<file path="src/rtl/onchip_mem_pkg.sv">
// rtl/onchip_mem_pkg.sv - shared constants, FSM encoding and address-wrap helper for the RAM stream reader
package onchip_mem_pkg;

    localparam int ADDR_W    = 13;
    localparam int DATA_W    = 32;
    localparam int MEM_DEPTH = 5120;
    localparam int CNT_W     = 14;

    typedef enum logic [1:0] {
        S_IDLE  = 2'd0,
        S_RUN   = 2'd1,
        S_DRAIN = 2'd2,
        S_DONE  = 2'd3
    } state_t;

    // The RAM is not a power of two deep, so the address wraps explicitly at MEM_DEPTH.
    function automatic logic [ADDR_W-1:0] next_addr(input logic [ADDR_W-1:0] a);
        return (a == ADDR_W'(MEM_DEPTH - 1)) ? '0 : a + 1'b1;
    endfunction

endpackage

</file>
<file path="src/rtl/stream_sync_fifo.sv">
// rtl/stream_sync_fifo.sv - small synchronous FIFO holding framed stream words ahead of the sink
module stream_sync_fifo #(
    parameter int W     = 34,
    parameter int DEPTH = 4
) (
    input  logic                       clk,
    input  logic                       reset_n,
    input  logic                       push,
    input  logic [W-1:0]               push_data,
    input  logic                       pop,
    output logic [W-1:0]               head,
    output logic [$clog2(DEPTH):0]     count,
    output logic                       empty,
    output logic                       full
);

    localparam int PW = $clog2(DEPTH);

    logic [W-1:0]  store [DEPTH];
    logic [PW-1:0] wr_ptr;
    logic [PW-1:0] rd_ptr;

    always_ff @(posedge clk or negedge reset_n) begin
        if (!reset_n) begin
            for (int i = 0; i < DEPTH; i++) begin
                store[i] <= '0;
            end
            wr_ptr <= '0;
            rd_ptr <= '0;
            count  <= '0;
        end else begin
            if (push) begin
                store[wr_ptr] <= push_data;
                wr_ptr        <= wr_ptr + 1'b1;
            end
            if (pop) begin
                rd_ptr <= rd_ptr + 1'b1;
            end
            case ({push, pop})
                2'b10:   count <= count + 1'b1;
                2'b01:   count <= count - 1'b1;
                default: count <= count;
            endcase
        end
    end

    assign head  = store[rd_ptr];
    assign empty = (count == '0);
    assign full  = (count == (PW + 1)'(DEPTH));

endmodule

</file>
<file path="src/rtl/onchip_mem_stream_reader.sv">
// rtl/onchip_mem_stream_reader.sv - reads a block of on-chip RAM words and sources them as a framed stream
module onchip_mem_stream_reader
    import onchip_mem_pkg::*;
#(
    parameter int FIFO_DEPTH = 4
) (
    input  logic              clk,
    input  logic              reset_n,
    input  logic              start,
    input  logic [ADDR_W-1:0] base_addr,
    input  logic [CNT_W-1:0]  word_count,
    output logic              busy,
    output logic              done,
    output logic [ADDR_W-1:0] mem_address,
    output logic              mem_chipselect,
    output logic              mem_write,
    output logic [3:0]        mem_byteenable,
    output logic              mem_clken,
    input  logic [DATA_W-1:0] mem_readdata,
    output logic [DATA_W-1:0] src_data,
    output logic              src_valid,
    input  logic              src_ready,
    output logic              src_sop,
    output logic              src_eop
);

    localparam int PW = $clog2(FIFO_DEPTH);
    localparam int FW = DATA_W + 2;
    localparam logic [PW+1:0] DEPTH_C = (PW + 2)'(FIFO_DEPTH);

    state_t            state;
    logic [ADDR_W-1:0] addr;
    logic [CNT_W-1:0]  remaining;
    logic              first;
    logic              inflight;
    logic              cap_sop;
    logic              cap_eop;

    logic [FW-1:0]     head;
    logic [PW:0]       fifo_count;
    logic              fifo_empty;
    logic              fifo_full;
    logic [PW+1:0]     credit;
    logic              issue;
    logic              pop;
    logic              drain_done;

    // A read is only issued when its returning word is guaranteed a FIFO slot.
    assign credit = {1'b0, fifo_count} + {{(PW + 1){1'b0}}, inflight};
    assign issue  = (state == S_RUN) && (credit < DEPTH_C) && !fifo_full;
    assign pop    = !fifo_empty && src_ready;

    // Look one pop ahead so done lands the cycle right after the last beat is taken.
    assign drain_done = !inflight &&
                        (fifo_empty || ((fifo_count == (PW + 1)'(1)) && pop));

    always_ff @(posedge clk or negedge reset_n) begin
        if (!reset_n) begin
            state     <= S_IDLE;
            addr      <= '0;
            remaining <= '0;
            first     <= 1'b0;
            inflight  <= 1'b0;
            cap_sop   <= 1'b0;
            cap_eop   <= 1'b0;
        end else begin
            inflight <= issue;
            if (issue) begin
                cap_sop   <= first;
                cap_eop   <= (remaining == CNT_W'(1));
                addr      <= next_addr(addr);
                remaining <= remaining - 1'b1;
                first     <= 1'b0;
            end
            case (state)
                S_IDLE: begin
                    if (start) begin
                        addr      <= base_addr;
                        remaining <= word_count;
                        first     <= 1'b1;
                        // An empty transfer still passes through DRAIN so busy spans two cycles.
                        state     <= (word_count == '0) ? S_DRAIN : S_RUN;
                    end
                end
                S_RUN:   if (issue && (remaining == CNT_W'(1))) state <= S_DRAIN;
                S_DRAIN: if (drain_done) state <= S_DONE;
                S_DONE:  state <= S_IDLE;
                default: state <= S_IDLE;
            endcase
        end
    end

    stream_sync_fifo #(
        .W     (FW),
        .DEPTH (FIFO_DEPTH)
    ) u_fifo (
        .clk       (clk),
        .reset_n   (reset_n),
        .push      (inflight),
        .push_data ({mem_readdata, cap_sop, cap_eop}),
        .pop       (pop),
        .head      (head),
        .count     (fifo_count),
        .empty     (fifo_empty),
        .full      (fifo_full)
    );

    assign busy           = (state != S_IDLE);
    assign done           = (state == S_DONE);
    assign mem_chipselect = issue;
    assign mem_address    = issue ? addr : '0;
    assign mem_write      = 1'b0;
    assign mem_byteenable = 4'hF;
    assign mem_clken      = 1'b1;

    assign src_valid = !fifo_empty;
    assign src_data  = fifo_empty ? '0 : head[FW-1:2];
    assign src_sop   = !fifo_empty && head[1];
    assign src_eop   = !fifo_empty && head[0];

endmodule

</file>
<file path="config.mk">
export PLATFORM = sky130hd
export DESIGN_NAME = onchip_mem_stream_reader
export DESIGN_NICKNAME = d
export VERILOG_FILES = /design/src/rtl/onchip_mem_pkg.sv /design/src/rtl/stream_sync_fifo.sv /design/src/rtl/onchip_mem_stream_reader.sv
export SDC_FILE = /design/constraint.sdc
export NUM_CORES = 1
export LEC_CHECK = 0
export ABC_CLOCK_PERIOD_IN_PS = 3000
export CORE_MARGIN = 10
export CORE_UTILIZATION = 32
export DETAILED_ROUTE_END_ITERATION = 7
export SLEW_MARGIN = 25
export SYNTH_ARGS = -nofsm -noshare
export SYNTH_HDL_FRONTEND = slang
export SYNTH_HIERARCHICAL = 1
export SYNTH_SLANG_ARGS = --single-unit
</file>
<file path="constraint.sdc">
create_clock -name clk -period 3 [get_ports clk]
set_input_delay 0.45 -clock clk [delete_from_list [all_inputs] [get_ports clk]]
set_output_delay 0.45 -clock clk [all_outputs]
set_load 0.02 [all_outputs]
</file>
## Word-level counts from Yosys, hierarchy flattened

Index checks and enable logic that the tools add are counted.

| word-level totals | value |
|---|---|
| register bits after elaboration | 176 |
| output and inout port bits | 57 |

| operators by class | value |
|---|---|
| add/sub/neg operators | 7 |
| order comparisons | 4 |
| equal/unequal tests | 12 |
| mux-type cells | 24 |
| bitwise logic cells | 2 |
| reductions and logical operators | 19 |

Operators with widths:

| operator | count |
|---|---|
| 136-bit bitwise mux | 1 |
| 34-bit 2-to-1 mux | 3 |
| 34-bit binary-select mux with 2-bit select | 1 |
| 34-bit demux with 2-bit select | 1 |
| 13-bit 2-to-1 mux | 5 |
| 14-bit 2-to-1 mux | 3 |
| 32-bit 2-to-1 mux | 1 |
| 14-bit by 1-bit equality test with 1-bit output, second input constant | 1 |
| 14-bit zero test | 1 |
| 14-bit by 1-bit subtractor with 14-bit output, second input constant | 1 |
| 13-bit by 1-bit adder with 13-bit output, second input constant | 1 |
| 13-bit equality test, second input constant | 1 |
| 1-bit logical AND | 9 |
| 2-bit 2-to-1 mux | 4 |
| 2-bit one-hot mux with 4 select lines | 1 |
| 2-bit equality test, second input constant | 3 |
| 3-bit >= comparator, second input constant | 2 |
| 2-bit inverter with 3-bit output | 2 |
| 3-bit one-hot mux with 2 select lines | 1 |
| 2-bit by 1-bit adder with 2-bit output, second input constant | 2 |
| 3-bit by 1-bit adder with 4-bit output | 1 |
| 2-bit by 1-bit equality test with 1-bit output, second input constant | 2 |
| 4-bit by 3-bit < comparator with 1-bit output, second input constant | 1 |
| 2-bit inequality test, second input constant | 2 |
| other kinds (13) | 18 |

## Longest topological paths before layout

| depth | value |
|---|---|
| word-level depth | 8 |
| depth in mapped cells | 9 |

## By module

Netlist, hierarchy kept.

Modules (own cells, without submodules):

| module | instances | cells each | area an instance (um^2) |
|---|---|---|---|
| stream_sync_fifo | 1 | 363 | 6822.8 |
| onchip_mem_stream_reader | 1 | 273 | 2294.7 |

## Least setup slack after synthesis

OpenSTA, ideal clock, no wires.

| timing path | value |
|---|---|
| path kind | register to register |
| start point | register state[1] |
| end point | register state[1] |
| arrival time | 2.249 ns |
| data required time | 2.875 ns |
| setup slack | 0.626 ns |
| stages on the path, launching flop included | 8 |
| path buffers | 0 |
| period minus slack after synthesis | 2.374 ns |
| cells stage by stage | dfrtp_1 > inv_1 > ha_1 > nor3b_4 > nand3_2 > or4_4 > a221oi_4 > mux2_4 |

| on the way | value |
|---|---|
| longest elaborated chain between the ends | 6 |

Ends and longest elaborated chain:

| element | RTL line | source |
|---|---|---|
| start: declaration | onchip_mem_stream_reader.sv:31 | `state_t state;` |
| start signal: assignment | onchip_mem_stream_reader.sv:82 | `state <= (word_count == '0) ? S_DRAIN : S_RUN;` |
| 2-bit by 1-bit equality test with 1-bit output | onchip_mem_stream_reader.sv:50, onchip_mem_stream_reader.sv:75 |  |
| 1-bit logical AND (2 in a row) | onchip_mem_stream_reader.sv:50 | `assign issue = (state == S_RUN) && (credit < DEPTH_C) && !fifo_full;` |
| 1-bit logical AND | onchip_mem_stream_reader.sv:85 | `S_RUN: if (issue && (remaining == CNT_W'(1))) state <= S_DRAIN;` |
| 2-bit by 1-bit inequality test with 1-bit output (no line) | n/a |  |
| 3-bit AND reduction (no line) | n/a |  |

Parallel ways exist; a longest one is shown, timed or not.
A chain may end at the register's enable or synchronous reset.

## Final worst setup path

| timing path | value |
|---|---|
| start point | register u_fifo.rd_ptr[0] |
| end point | output src_data[31] |

| on the way | value |
|---|---|
| longest elaborated chain between the ends | 5 |

Ends and longest elaborated chain:

| element | RTL line | source |
|---|---|---|
| start: declaration | stream_sync_fifo.sv:21 | `logic [PW-1:0] rd_ptr;` |
| start signal: assignment | stream_sync_fifo.sv:37 | `rd_ptr <= rd_ptr + 1'b1;` |
| 2-bit inverter with 3-bit output (not written as such) | stream_sync_fifo.sv:47 | `assign head = store[rd_ptr];` |
| 34-bit binary-select mux with 2-bit select | stream_sync_fifo.sv:47 |  |
| 34-bit 2-to-1 mux (not written as such) (2 in a row) | stream_sync_fifo.sv:47 |  |
| via head[33] | onchip_mem_stream_reader.sv:39 | `logic [FW-1:0] head;` |
| 32-bit 2-to-1 mux | onchip_mem_stream_reader.sv:117 | `assign src_data = fifo_empty ? '0 : head[FW-1:2];` |
| end: declaration | onchip_mem_stream_reader.sv:20 | `output logic [DATA_W-1:0] src_data,` |

The timed path passes the listed nets, and every way through them passes these cells. The select of a mux whose other input is x is not followed.

==> summary.txt <==
Status
  • Outcome: completed

Synthesis
  • Synth async-reset ratio: between 90% and 100%
  • Synth cell types: 46
  • Post-synth EDFFs: 0
  • Mapped Cells: between 600 and 700
  • Register bit count reported by yosys: between 150 and 200
  • Mapped Area: 9120 um2
  • Post-synth top flop: dfrtp_1
  • Warnings, synthesis: 6
  • Sequential-to-total area share from yosys stat: around half
  • Syn avg cell area: around 14 um2

Pwr
  • Design Power: roughly 13 mW
  • Sequential Power Share: approximately a third
  • Pwr/cell area: ~1200 nW/um2
  • P_int: 8.87 mW
  • Maximum vdd drop: 0.000467 V
  • Static leakage: around 5.3 nW
  • Psw: about 4.5 mW
  • Comb pwr share: about half
  • Sw Ratio: about a third
  • Clock share of power: a little under a fifth

Critical path
  • Worst Path Arrival: 2.39 ns
  • CP delay by family, top: buffers and inverters
  • R2R Setup Slk: about 0.52 ns
  • Required time of the critical path: 2.55 ns
  • Critical Path, Cell by Cell: buf_6 > mux4_1 > nor2b_1 > clkdlybuf4s50_1
  • WS Path Type: flop to output pin
  • Worst path bufs/invs: 2
  • CP startpoint kind: flop
  • CP max stage delay: approximately 0.60 ns
  • CP Max Fanout: 19
  • CP max stage cell: mux4_1
  • CP endpoint kind: output pin

Clock tree
  • Root Buffer: clkbuf_16
  • Clock Sinks: between 150 and 200
  • CTS Buffer Depth: 2
  • Worst-path clk slew: ~0.07 ns
  • Post-CTS Hold Buffers: 0
  • Clock tree from TritonCTS: yes
  • Skew-Pair Late Insertion Delay: around 0.43 ns
  • CTS H-tree depth: 4
  • Total CTS buffers: 17

Drt
  • Routed WL: about 20000 um
  • Number of nets with antenna violations after routing: 0
  • Via Count: 5329
  • Remaining DRCs: 0
  • Iteration-0 DRC count of the detailed router: around 240
  • DR pass1 iterations: 4
  • Routed vias/inst: about 4.7
  • DR WL/cell: 17.9 um

Timing
  • Worst-Margin Slew: between 0.7 and 0.8 ns
  • Setup violations, final: 0
  • Clock Skews: between 0.01 and 0.015 ns
  • Slew HR: 47.0%
  • Peak Freq: roughly 350 MHz
  • Setup repair after global routing missed its margin: false
  • Tcrit/Tclk final: ~95%
  • Final Hold Vio Count: 0
  • Crit path time final: approximately 2.8 ns
  • Pins Over Slew Limit: 0
  • Setup TNS: 0 ns
  • Worst setup margin: ~0.16 ns

Job
  • Maxcap violations: 0

Layout
  • Layout cells sized above 1: between 20% and 30%
  • Nets: about 830
  • Fillcell total: about 2700
  • Diode count: 0
  • Area growth from synthesis to layout: 23.5%

GRT
  • Global-route wire length before repair: 33300 um
  • Total Routing Usage GR: a little under an eighth
  • Total congestion overflow: 0
  • Vias in the first global route: ~5800
  • Initial antenna violation count: 0
  • Pin count of the biggest net entering global routing: 76

Floorplan
  • Core Rows: between 60 and 70
  • Die Span X: 189 um
  • Io pins: 120
  • Die area: roughly 36000 um2
  • Die Ht: 189 um
  • Initial core utilization: between 30% and 40%
  • Core area: between 20000 and 30000 um2

Placed design
  • # port buffers: 113
  • Final HPWL DP: roughly 13000 um
  • Global placement routability congestion: 0.766
  • Post-Place Worst Slack: about 0.47 ns

Worst hold path
  • Hold Crit Class: primary input to async pin
[power groups by stage]
stage	logic, mW	clock network [mW]	registers, mW
2_1_floorplan	4.85	0	4.09
3_3_place_gp	6.62	0	4.32
3_5_place_dp	6.70	0	4.32
4_1_cts	6.71	2.58	4.32
5_1_grt	7.08	2.68	4.49
6_report	6.57	2.49	4.33
[metrics by stage]
stage / hold WS, ns / cell area (um2) / util, % / instances
floorplan: 0.154 / 9130 / - / 640
global placement: 0.455 / 10600 / 37.8 / 1108
detailed placement: 0.458 / 10600 / 37.8 / 1108
CTS: 0.0572 / 11200 / 40.2 / 1140
global route: 0.0847 / 11300 / 40.3 / 1140
finish: 0.0446 / 11300 / 40.3 / 1140
[routing by layer]
metal,GRT usage (%),vias up,wire length (um)
li1,-,2474,-
met1,15.7,2715,9950
met2,18.0,122,9200
met3,3.56,18,1020
met4,3.14,0,180
met5,0,-,0
[area by class of cell]
cell class              count  area (um2)  area share [%]
clock buffers              19         443            3.93
clock inverters            13         218            1.93
inverters                  15        56.3           0.500
multi-input cells         410        4350            38.7
flip-flops and latches    176        4410            39.1
well taps                 378         473            4.20
repair buffers            129        1310            11.7
[path summary, 6_finish.rpt]
kind / start / to / cells past startpoint
min reg2reg: first / cap_sop / 2
min in group clk: first / cap_sop / 2
max: u_fifo/rd_ptr[0] / src_data[31] / 4
max reg2reg: state[1] / state[1] / 7
max in group asynchronous: reset_n / u_fifo/store[19] / 2
min: reset_n / u_fifo/store[78] / 1
[sequential cells by signal (all words and copies together) (netlist names)]
register,cells
remaining,14
inflight,1
first,1
u_fifo/count,3
state,2
addr,13
u_fifo/rd_ptr,2
u_fifo/wr_ptr,2
u_fifo/store,136
cap_eop,1
cap_sop,1
[cells in the final DEF (no fill, tap or decap), types with 4 or more instances in the layout]
| master | n |
|---|---|
| and3_1 | 16 |
| nand2_1 | 18 |
| nand2_4 | 4 |
| nor2_1 | 35 |
| dlymetal6s2s_1 | 13 |
| inv_1 | 14 |
| mux4_2 | 28 |
| xnor2_1 | 14 |
| clkbuf_16 | 17 |
| bufinv_16 | 4 |
| nor4_1 | 4 |
| mux2_2 | 16 |
| conb_1 | 6 |
| buf_4 | 13 |
| ha_1 | 13 |
| dfrtp_1 | 175 |
| nand3_1 | 11 |
| mux2_4 | 121 |
| a21oi_1 | 22 |
| nand4_1 | 5 |
| o21ai_0 | 5 |
| inv_6 | 4 |
| clkdlybuf4s50_1 | 98 |
| nor3_1 | 6 |
| nor2b_1 | 35 |
| mux4_1 | 6 |
| xor2_1 | 14 |
[synth_stat cells (2+ instances only)]
cell | count | area (um2)
dfrtp_1 | 176 | 4400
and4_1 | 3 | 26.3
nand2_1 | 18 | 67.6
ha_1 | 13 | 163
mux4_2 | 28 | 631
conb_1 | 2 | 7.51
a31oi_1 | 3 | 18.8
xor2_1 | 14 | 123
inv_1 | 14 | 52.6
nor2b_1 | 35 | 219
buf_6 | 13 | 146
buf_4 | 7 | 52.6
nand2_4 | 4 | 45.0
mux2_4 | 121 | 1820
nor3_1 | 7 | 35.0
o21ai_0 | 5 | 25.0
nand4_1 | 5 | 31.3
a21oi_1 | 22 | 110
xnor2_1 | 14 | 123
nor3b_1 | 2 | 15.0
and3_1 | 16 | 100
nor2_1 | 35 | 131
a211oi_1 | 3 | 22.5
nand2b_1 | 2 | 12.5
mux2_2 | 16 | 180
mux4_1 | 6 | 158
mux2i_1 | 3 | 30.0
buf_2 | 4 | 20.0
clkbuf_1 | 12 | 45.0
nand3_1 | 11 | 55.1
nor4b_1 | 2 | 17.5
buf_12 | 3 | 60.1
nor4_1 | 4 | 25.0
[kinds of logic (layout without fill, tap and decap cells)]
kind of cell | Yosys count | after routing | share of synthesized area [%]
flip-flops | 176 | 176 | 48.3
adder cells (fa/ha/maj) | 14 | 14 | 2.00
AND/OR/NAND/NOR | 151 | 151 | 9.36
other | 2 | 6 | 0.0824
AO/OA/AOI/OAI | 37 | 37 | 2.51
buffers and inverters | 54 | 176 | 4.17
XOR/XNOR | 28 | 28 | 2.69
multiplexers | 174 | 174 | 30.9
[worst register-to-register path: stages, from the launching register on]
cell and delay [ns]:
dfrtp_1 0.41, inv_1 0.11, ha_1 0.22, nor3b_4 0.24, nand3_2 0.16, or4_4 0.61, a221oi_4 0.29, mux2_4 0.33
[timing repair]
item                                    in CTS  in global routing
endpoints found under the setup margin       1                 28
cloned                                       0                  0
resized for setup                            1                 14
pin swaps                                    0                  0
hold endpoints to repair                     0                  0
setup buffers                                0                  0
Power figures use the tool's default switching activity.
==> patch 1, RTL diff (same settings) <==
Reset style: synchronous (`reset_n`), changed in 2 clocked blocks.
--- a/src/rtl/stream_sync_fifo.sv
+++ b/src/rtl/stream_sync_fifo.sv
@@ -21,5 +21,5 @@
     logic [PW-1:0] rd_ptr;
 
-    always_ff @(posedge clk or negedge reset_n) begin
+    always_ff @(posedge clk) begin
         if (!reset_n) begin
             for (int i = 0; i < DEPTH; i++) begin
--- a/src/rtl/onchip_mem_stream_reader.sv
+++ b/src/rtl/onchip_mem_stream_reader.sv
@@ -55,5 +55,5 @@
                         (fifo_empty || ((fifo_count == (PW + 1)'(1)) && pop));
 
-    always_ff @(posedge clk or negedge reset_n) begin
+    always_ff @(posedge clk) begin
         if (!reset_n) begin
             state     <= S_IDLE;
Formal check against the unedited RTL: differs if reset_n is asserted again (counterexample within 4 cycles, from zero or initial values and one cycle with reset_n low); with reset_n held inactive, the same outputs for 4 cycles.
==> patch 1 against the original RTL <==
- worst setup slack lost 0.011 ns
- synthesized area shrank 6.3%
- via count grew 2.6%
- final area shrank 5.5%
- wire length grew 1.1%
- sequential share of layout area grew 7.2 points
- sequential cell count grew 2
- register-to-register slack is essentially flat
- critical endpoint is now src_eop
Power is not compared: it rests on default switching activity, and its combinational part moved more than twofold at a synthesized area within 25%.
==> patch 1: results (changes against the original RTL) <==
[run_status]
status=finished clean

[timing]
slew_headroom_pct=42.8  ; -4.1 points
slew_viol_final=0  ; unchanged
skew_ns=0.0112  ; -0.00353 ns
hold_viol=0  ; unchanged

[route]
firstDrtPassIters=5  ; +1
vias=5470  ; +2.6%
routed_wl_um=20600  ; +1.1%
drtIter0Drc=303  ; +24%

[hold_path]
min_from=reset_n
worst_hold_path_type=in -> reg
hold_depth=3

[clocking]
cts-root-buf=clkbuf_16
cts.path.max_buffers=2  ; unchanged
cts_made_buffers=17  ; unchanged
clkTransAtPathRegs_ns=0.08
htreeDepth=4  ; unchanged
post_cts_buffers=0  ; unchanged
clkLatencyLatePin_ns=0.43  ; about the same

[layout]
drive_gt1_share_pct=12.8  ; -17 points
final_nets=854  ; +3.4%
nFillCells=2506  ; -5.8%
reg_top3=u_fifo/store (136), remaining (14), addr (13)
final_cells=1130  ; -0.88%

[global_route]
antenna_found_initial=1  ; +1
grt_pass1_wl_um=32700  ; -1.8%
grt_max_degree=35  ; -54%
grt_pass1_vias=5744  ; -1.4%
grt.total_usage_pct=12.5  ; +0.78 points

[yosys]
syn_avg_cell_area_um2=12.8  ; -11%
ys_types=52  ; +13%
async_flop_share_pct=0  ; -100 points
synth_common_cells=136 x edfxtp_1, 110 x and2_1, 52 x and3_1, 42 x dfxtp_1, 35 x nor2b_1
ys_warn_count=6  ; unchanged
synth_area_leaders=edfxtp_1 48%, dfxtp_1 9.8%, and2_1 8.1%
synth_edf_count=136  ; +136
synth.yosys.seq_area_share_pct=57.6  ; +9.3 points

[worst_setup_path]
crit_slowest_cell=mux4_1
critPathMaxStageDelay_ns=0.60  ; about the same
worst_r2r_path_depth=8  ; +1
path_delay_family=buffers and inverters
path_max_fanout=34  ; +15
reg2reg_from=u_fifo/count[0]$_SDFFE_PN0P_
critPathKind=reg -> out

[power]
max-vdd-ir-drop_uv=377
power_leakage_uw=0.00394
internal_power_uw=5180

[place]
hpwlAfterDp_um=13800  ; +5.3%
port_buffers=113  ; unchanged
place_congestion=0.784  ; +2.4%
postPlaceCellArea_mm2=0.0101  ; -4.7%

## patch 1: layout make-up
cell class / instances / area [um2] / area share (%)
Antenna cell: 1 / 2.50 / 0.0235
Clock buffer: 17 / 425 / 4.00
Clock inverter: 15 / 146 / 1.38
Inverter: 14 / 52.6 / 0.494
Multi-Input combinational cell: 433 / 3330 / 31.3
Sequential cell: 178 / 4930 / 46.3
Tap cell: 335 / 419 / 3.94
Timing Repair Buffer: 137 / 1340 / 12.6
## patch 1: path summary, 6_finish.rpt
check / to / slack, ns
setup / recovery: src_eop / 0.15
hold / removal: addr[8]$_SDFF_PN0_ / 0.40
setup reg to reg: state[1]$_SDFFE_PN0P_ / 0.52
hold reg to reg: cap_sop$_SDFFE_PN0P_ / 0.47
## patch 1: cells by family after synthesis
family | synth area share (%)
buf+inv | 4.00
simple gates | 20.0
compound gates | 4.73
other cells | 0.0879
fa+ha+maj | 1.55
mux | 9.49
xor+xnor | 2.46
flops | 57.6
## patch 1: metrics by stage
| stage | worst slack, ns | total power (uW) |
|---|---|---|
| final | 0.148 | 7690 |
| after global routing | 0.0139 | 8130 |
| after CTS | 0.0349 | 7810 |
| after detailed placement | 0.491 | 5650 |
| after global placement | 0.512 | 5620 |
| after floorplan | 0.453 | 4760 |
## patch 1: timing repair
action,4_1_cts,5_1_grt
endpoints found under the hold margin,0,0
endpoints found under the setup margin,0,2
gates resized for setup,0,2
## patch 1: tightest hold or removal path, stage by stage
cell	delay, ns
buf_2	0.19
o21ai_0	0.11
a21oi_1	0.04
## patch 1: power groups by stage
| stage | sequential, uW | combinational (uW) | clock (uW) |
|---|---|---|---|
| detailed placement | 3230 | 2420 | 0 |
| CTS | 3180 | 2430 | 2210 |
| global placement | 3220 | 2400 | 0 |
| global route | 3220 | 2600 | 2310 |
| finish | 3170 | 2370 | 2150 |
| floorplan | 3160 | 1600 | 0 |
## patch 1: per-layer routing
metal,global-route usage (%),wire length (um)
met1,15.0,9010
met4,3.38,191
met3,3.66,1220
met2,21.4,10100
met5,0,12
==> patch 2, RTL diff (config.mk and constraints unchanged) <==
Made on the original files. `CNT_W`: 14 -> 28.
--- a/src/rtl/onchip_mem_pkg.sv
+++ b/src/rtl/onchip_mem_pkg.sv
@@ -5,5 +5,5 @@
     localparam int DATA_W    = 32;
     localparam int MEM_DEPTH = 5120;
-    localparam int CNT_W     = 14;
+    localparam int CNT_W     = 28;
 
     typedef enum logic [1:0] {
Ports: changed (resized word_count); port bits go from 120 to 134. The function was not compared with the original's and may differ.
==> patch 2 against the original RTL <==
- the flow now finishes with violations (hold timing)
- clock skew shrank 0.00091 ns
- sequential power is 9.5% higher
- final area up 9.8%
- total power up 5.2%
- worst setup slack worse by 0.035 ns
- wire length up 17%
- synthesized area grew 9.9%
- non-clock buffer count increased by 21
- sequential cell count up 14
- core utilization shrank 0.089 points
- critical path type unchanged
- largest cell class is now multi-input combinational cells
==> patch 2: results (changes against the original RTL) <==
[route]
wl_per_cell_um=18.5  ; +3.4%
vias=6289  ; +18%
drtIter0Drc=281  ; +15%

[timing]
hold_ws_ns=-0.0146  ; -0.0593 ns
skew_ns=0.0138  ; -0.000915 ns
hold_viol=5  ; +5
tightest_slew_ns=0.791  ; -0.00452 ns

[worst_setup_path]
cp_data_arrival_time_ns=2.43  ; +0.04 ns

[global_route]
grt_max_degree=68  ; -11%
use_met3_pct=3.85  ; +0.29 points
grt_pass1_vias=6933  ; +19%
grtUsageMet2_pct=19.7  ; +1.8 points
grt_pass1_wl_um=38600  ; +16%
grt.met1_usage_pct=16.5  ; +0.78 points
grt.total_usage_pct=12.5  ; +0.78 points

[yosys]
synth_common_cells=190 x dfrtp_1, 120 x mux2_4, 58 x nand2_1, 35 x nor2b_1, 31 x o21ai_0
synth_area_leaders=dfrtp_1 47%, mux2_4 18%, mux4_2 6.3%
synth.yosys.seq_area_share_pct=47.4  ; -0.86 points
ys_types=53  ; +15%

[power]
internal_power_uw=9050  ; +2.0%
power_leakage_uw=0.00556  ; +4.7%
max-vdd-ir-drop_uv=470  ; +0.64%

[layout]
reg_top3=u_fifo/store (136), remaining (28), addr (13)
drive_gt1_share_pct=26.7  ; -2.8 points

[hold_path]
worst_hold_path_type=in -> async

[place]
port_buffers=127  ; +12%
hpwlAfterDp_um=15700  ; +19%
place_congestion=0.771  ; +0.69%

[run_status]
violations=hold timing
status=finished with violations

[patch 2: cells by family (layout without fill, tap and decap cells)]
kind of cell | count (synthesis) | after routing | synth area share (%)
other cells | 2 | 6 | 0.0749
compound gates | 58 | 58 | 3.56
mux | 177 | 177 | 28.4
fa+ha+maj | 14 | 14 | 1.82
buf+inv | 64 | 202 | 4.25
simple gates | 214 | 214 | 11.6
flops | 190 | 190 | 47.4
xor+xnor | 33 | 33 | 2.88
[patch 2: worst paths after layout]
kind,slack (ns),depth (start not counted),end,startpoint
max,0.12,4,src_data[31],u_fifo/rd_ptr[0]$_DFFE_PN0P_
min in group clk,0.47,2,cap_sop$_DFFE_PN0N_,first$_DFF_PN0_
max reg2reg,0.19,6,state[1]$_DFFE_PN0P_,u_fifo/count[2]$_DFFE_PN0P_
min reg2reg,0.47,2,cap_sop$_DFFE_PN0N_,first$_DFF_PN0_
max in group asynchronous,2.18,2,u_fifo/store[121]$_DFFE_PN0P_,reset_n
min,-0.01,1,u_fifo/store[113]$_DFFE_PN0P_,reset_n
[patch 2: final cells by class]
class | instances | area [um2]
fillers | 2940 | 18400
clock buffers | 17 | 425
multi-input cells | 502 | 4880
repair buffers | 150 | 1550
clock inverters | 15 | 189
flip-flops and latches | 190 | 4760
inverters | 20 | 75.1
well taps | 396 | 495
[patch 2: power by group through the flow]
stage / logic, uW / registers, uW / clock network (uW)
global placement: 6980 / 4730 / 0
floorplan: 5050 / 4440 / 0
finish: 7020 / 4740 / 2320
CTS: 7080 / 4740 / 2410
detailed placement: 7040 / 4760 / 0
global route: 7590 / 4920 / 2500
[patch 2: stage by stage]
| stage | std cells | power [uW] | setup WS (ns) | hold slack, ns | utilization, % |
|---|---|---|---|---|---|
| finish | 1290 | 14100 | 0.124 | -0.0146 | 40.2 |
| global route | 1290 | 15000 | 0.00244 | 0.0198 | 40.2 |
| CTS | 1286 | 14200 | 0.00621 | 0.00205 | 40.1 |
| detailed placement | 1254 | 11800 | 0.238 | 0.465 | 38.1 |
| global placement | 1254 | 11700 | 0.288 | 0.447 | 38.1 |
| floorplan | 756 | 9490 | 0.287 | 0.154 | - |
[patch 2: worst max-delay path: stages, from the launching register on]
cell,delay (ns)
dfrtp_2,0.49
buf_12,0.24
mux4_1,0.56
nor2b_1,0.15
clkdlybuf4s50_1,0.54
[patch 2: per-layer routing]
layer | vias to the layer above | part of all wire, %
met3 | 12 | 5.3
li1 | 2947 | -
met4 | 0 | 0.83
met5 | - | 0
met2 | 150 | 46
met1 | 3180 | 48
[patch 2: repair_timing]
action / in CTS / in global routing
resized for setup: 2 / 6
endpoints found under the setup margin: 14 / 17
buffers inserted: 0 / 4
endpoints found under the hold margin: 0 / 0
